[src/rtl/keystone_input_framer.sv]
// Input framer for the keystone core: a first-word-fall-through FIFO that tags every
// accepted pixel beat with its (x, y) position and tracks line-length errors and frames.
module keystone_input_framer #(
    parameter int DATA_W  = 64,
    parameter int DEPTH   = 8,
    parameter int COORD_W = 12
) (
    input  logic               clock,
    input  logic               reset,
    input  logic               clock_en,
    input  logic [DATA_W-1:0]  pixel_stream_in,
    input  logic               valid_in,
    output logic               ready_out,
    input  logic               start_of_frame_in,
    input  logic               end_of_line_in,
    output logic [DATA_W-1:0]  pixel_stream_out,
    output logic               valid_out,
    input  logic               ready_in,
    output logic               start_of_frame_out,
    output logic               end_of_line_out,
    output logic [COORD_W-1:0] x_out,
    output logic [COORD_W-1:0] y_out,
    input  logic [COORD_W-1:0] line_width,
    input  logic               clear_status,
    output logic               early_eol_err,
    output logic               late_eol_err,
    output logic [15:0]        frame_count
);
    localparam int PTR_W   = (DEPTH > 1) ? $clog2(DEPTH) : 1;
    localparam int CNT_W   = $clog2(DEPTH + 1);
    localparam int ENTRY_W = DATA_W + 2 + 2 * COORD_W;

    logic [ENTRY_W-1:0] mem [DEPTH];
    logic [PTR_W-1:0]   wr_ptr;
    logic [PTR_W-1:0]   rd_ptr;
    logic [CNT_W-1:0]   count;
    logic [COORD_W-1:0] x_next;
    logic [COORD_W-1:0] y_next;
    logic [COORD_W-1:0] tag_x;
    logic [COORD_W-1:0] tag_y;
    logic [COORD_W-1:0] lw_last;
    logic               push;
    logic               pop;
    logic               set_early;
    logic               set_late;

    logic [DATA_W-1:0]  head_data;
    logic               head_sof;
    logic               head_eol;
    logic [COORD_W-1:0] head_x;
    logic [COORD_W-1:0] head_y;

    // Reset blocks acceptance in the same cycle so nothing sneaks in while it is held.
    assign ready_out = (count < CNT_W'(DEPTH)) && clock_en && !reset;
    assign valid_out = (count != '0) && clock_en;
    assign push      = valid_in && ready_out;
    assign pop       = valid_out && ready_in;
    assign lw_last   = line_width - COORD_W'(1);

    always_comb begin
        tag_x     = start_of_frame_in ? '0 : x_next;
        tag_y     = start_of_frame_in ? '0 : y_next;
        set_early = push && end_of_line_in && (tag_x != lw_last);
        set_late  = push && !end_of_line_in && (tag_x == lw_last);
    end

    always_ff @(posedge clock) begin
        if (push) begin
            mem[wr_ptr] <= {pixel_stream_in, start_of_frame_in, end_of_line_in, tag_x, tag_y};
        end
    end

    always_ff @(posedge clock) begin
        if (reset) begin
            wr_ptr        <= '0;
            rd_ptr        <= '0;
            count         <= '0;
            x_next        <= '0;
            y_next        <= '0;
            frame_count   <= '0;
            early_eol_err <= 1'b0;
            late_eol_err  <= 1'b0;
        end else if (clock_en) begin
            if (push) begin
                wr_ptr <= wr_ptr + PTR_W'(1);
                if (end_of_line_in) begin
                    x_next <= '0;
                    y_next <= tag_y + COORD_W'(1);
                end else begin
                    x_next <= tag_x + COORD_W'(1);
                    y_next <= tag_y;
                end
                if (start_of_frame_in) begin
                    frame_count <= frame_count + 16'd1;
                end
            end
            if (pop) begin
                rd_ptr <= rd_ptr + PTR_W'(1);
            end
            case ({push, pop})
                2'b10:   count <= count + CNT_W'(1);
                2'b01:   count <= count - CNT_W'(1);
                default: count <= count;
            endcase
            // A new error in the clearing cycle keeps its flag set.
            early_eol_err <= (early_eol_err && !clear_status) || set_early;
            late_eol_err  <= (late_eol_err && !clear_status) || set_late;
        end
    end

    assign {head_data, head_sof, head_eol, head_x, head_y} = mem[rd_ptr];

    always_comb begin
        pixel_stream_out   = '0;
        start_of_frame_out = 1'b0;
        end_of_line_out    = 1'b0;
        x_out              = '0;
        y_out              = '0;
        if (valid_out) begin
            pixel_stream_out   = head_data;
            start_of_frame_out = head_sof;
            end_of_line_out    = head_eol;
            x_out              = head_x;
            y_out              = head_y;
        end
    end

endmodule

[config.mk]
export PLATFORM = sky130hd
export DESIGN_NAME = keystone_input_framer
export DESIGN_NICKNAME = d
export VERILOG_FILES = /design/src/rtl/keystone_input_framer.sv
export SDC_FILE = /design/constraint.sdc
export NUM_CORES = 1
export LEC_CHECK = 0
export ABC_AREA = 0
export CORE_MARGIN = 2
export CORE_UTILIZATION = 45
export DETAILED_ROUTE_END_ITERATION = 6
export HOLD_SLACK_MARGIN = 0.03
export PLACE_DENSITY_LB_ADDON = 0.2
export SYNTH_ARGS = -nofsm -noshare
export SYNTH_HDL_FRONTEND = slang
export SYNTH_SLANG_ARGS = --single-unit
[constraint.sdc]
create_clock -name clock -period 14.05 [get_ports clock]
set_input_delay 2.81 -clock clock [delete_from_list [all_inputs] [get_ports clock]]
set_output_delay 2.81 -clock clock [all_outputs]
set_load 0.03 [all_outputs]
==> impl_metrics.ini <==
[global_routing]
grt_remaining_overflow = 0
grt_max_degree = 64
gr-usage-all-layers = 0.1830
grt_pass1_vias = 15460
antenna_found_initial = 3
grt_pass1_wl_microns = 95440

[run_status]
outcome = finished clean

[route]
dr.pass1.iters = 5
wl_per_cell_microns = 23.22
drtAntennaViolNets = 0
drtIter0Drc = 1010
drc = 0
vias_per_cell = 5.440
routed_wl_microns = 62770
vias = 14710

[yosys]
yosysSeqAreaShare = 0.7488
syn_inst = 1540
synth_area_leaders = edfxtp_1 (71%), mux4_2 (13%), dfxtp_1 (3.6%)
synthFlopType = edfxtp_1
netlist_top_cells_count = edfxtp_1 (720), mux4_2 (180), nor2_1 (150), mux2i_1 (91)
synth_most_common_cell = edfxtp_1
synth-edff-count = 720
ys_types = 54
synth_top_area_frac = 0.7125
yosys_warnings = 0
synth-seq-cells = 775
syn_nets = 1634
avgSynthCellArea_sq_um = 19.70
synthArstFlopShare = 0
yosysTopAreaCell = edfxtp_1
syn_area_sq_um = 30340

[clocking]
cts_setup_buffers = 0
clk_pin_slew_worst_paths_ps = 60
cts.sinks = 775
post_cts_resized = 0
clockBufferDepth = 3
tritoncts = done
hold_buffers = 0
cts_buffers = 80
clkLatencyLatePin_ps = 620
root_buffer = clkbuf_16
h-tree-depth = 3

[timing]
layout_setup_ws_ps = 6311
post-route-min-period_ps = 7739
fmax_ghz = 0.1292
tightest_slew_ps = 1094
fin_skew_ps = 24.49
fin_setup_tns_ps = 0
period_share = 0.5508
rsz0062_at_grt = no
setup_viol = 0
hold_viol_final = 0
finalMaxSlewViolations = 0
slew-limit-headroom = 0.2708

[setup_path]
r2r_end = count[3]$_SDFFE_PP0P_
crit_buf_inv = 3
path_max_fanout = 35
critPathLaunchType = primary input
worstSetupEndpointType = primary output
r2r-start = count[3]$_SDFFE_PP0P_
path_cells = clkdlybuf4s50_1, o41ai_2, buf_4, nor2_1, clkdlybuf4s50_1
cp_data_required_time_ps = 11240
cpMostUsedCell = clkdlybuf4s50_1
cp.arrival_ps = 4930
critPathLaunch = clock_en
reg2reg_depth = 13
slowest_stage = clkdlybuf4s50_1
r2r_slack_ps = 10770
slowest_delay_ps = 750
cp_top_family = buffers and inverters
criticalPathCategory = in2out

[hold_path]
whs_path_depth = 2
min_from = rd_ptr[1]$_SDFFE_PP0P_
hold_path.class = reg2reg

[floorplan]
die-area_sq_um = 69520
io_pins = 194
die_w_microns = 263.7
rows = 95
die_h_microns = 263.7
core_sq_um = 66920
start_util = 0.4534

[pwr]
powerDensity_nw_per_um2 = 133.1
total_leakage_power_uw = 0.01122
ir_drop_uv = 72.80

[placed_design]
dp_hpwl_microns = 34480
dp_slack_ps = 6331
portBuffers = 193
place_congestion = 0.7397

[run]
maxCapViolations = 0

[final_layout]
drive_gt1_frac = 0.1903
area_delta_synth_final_pct = 18.39
nets = 1862
## per-layer routing
| metal | up-vias | track usage | wire length [microns] |
|---|---|---|---|
| li1 | 6615 | - | - |
| met1 | 7698 | 0.2522 | 27460 |
| met2 | 319 | 0.3031 | 31400 |
| met3 | 76 | 0.03188 | 2912 |
| met4 | 2 | 0.05081 | 989 |
| met5 | - | 0 | 16 |
## flip-flops by register name, summed over array words and instances (netlist names), named ones only
signal         count
count              4
frame_count       16
late_eol_err       1
x_next            12
mem              720
early_eol_err      1
wr_ptr             3
y_next            12
rd_ptr             3
## cell families after synthesis
logic type	share of synthesized area
simple gates	0.04532
xor+xnor	0.01592
mux	0.1636
buf+inv	0.01204
fa+ha+maj	0.004371
flops	0.7488
compound gates	0.009938
## final cells by class
type / count / area, sq um
clock inverter: 38 / 400.4
fill: 5221 / 31000
antenna: 2 / 5.005
inverter: 13 / 48.80
clock buffer: 105 / 2170
sequential: 775 / 22730
tap: 873 / 1092
timing repair buffer: 225 / 2162
multi-input combinational: 673 / 7313
## where the power goes
group / switching, uW / internal (uW) / leakage (uW)
combinational: 97.2 / 77.1 / 0.00278
clock: 842 / 1230 / 0.00126
sequential: 6.39 / 2520 / 0.00718
total: 946 / 3830 / 0.0112
## cells in the final DEF, fill, tap and decap left out, drive strengths merged, types with 2 or more instances in the layout
cell type      synthesis  final
nor3                   9      9
nor3b                  3      3
xnor3                  2      2
mux4                 180    180
and4                   3      3
o21ai                 13     13
ha                     9      9
nor2                 150    150
nand3                 16     16
xor2                  23     23
dfxtp                 55     55
clkinvlp               0      2
bufinv                 0      8
mux2i                 91     91
clkbuf                55    106
nand3b                 3      3
a22oi                  5      5
a21oi                 19     19
nand2b                 3      3
inv                   13     17
clkdlybuf4s50          0    191
buf                   24     33
diode                  0      2
nor2b                 26     26
nand4                  6      6
nor4                   4      4
and3                  10     10
clkinv                 0     24
xnor2                 27     27
or3                    3      3
nand4b                 3      3
edfxtp               720    720
nand2                 45     45
a31oi                  2      2
## how the worst max path moves through the flow
stage	slack (ps)	cells past startpoint	endpoint
2_1_floorplan	1170	6	mem[0][0]$_DFFE_PP_
3_3_place_gp	6350	5	x_out[6]
3_5_place_dp	6330	5	x_out[6]
4_1_cts	6320	5	x_out[6]
5_1_grt	6220	5	x_out[6]
6_report	6310	5	x_out[6]
## worst min-delay path: cells and delay by family (launching register included)
family             cells  cell delay [ps]
AOI/OAI and AO/OA      1               70
DFF                    1              310
and+or+nand+nor        1               50
## per-stage QoR
step                        util  area (sq um)  total power [uW]  hold slack [ps]  std cells
after global placement    0.4983         33350              2751            456.4       2559
after global routing      0.5368         35920              4938            501.8       2703
final                     0.5368         35920              4780            475.4       2704
after floorplan                -         30340              2674            454.1       1540
after CTS                 0.5367         35920              4834            476.5       2702
after detailed placement  0.4983         33350              2756            468.2       2559
Power figures use the tool's default switching activity.
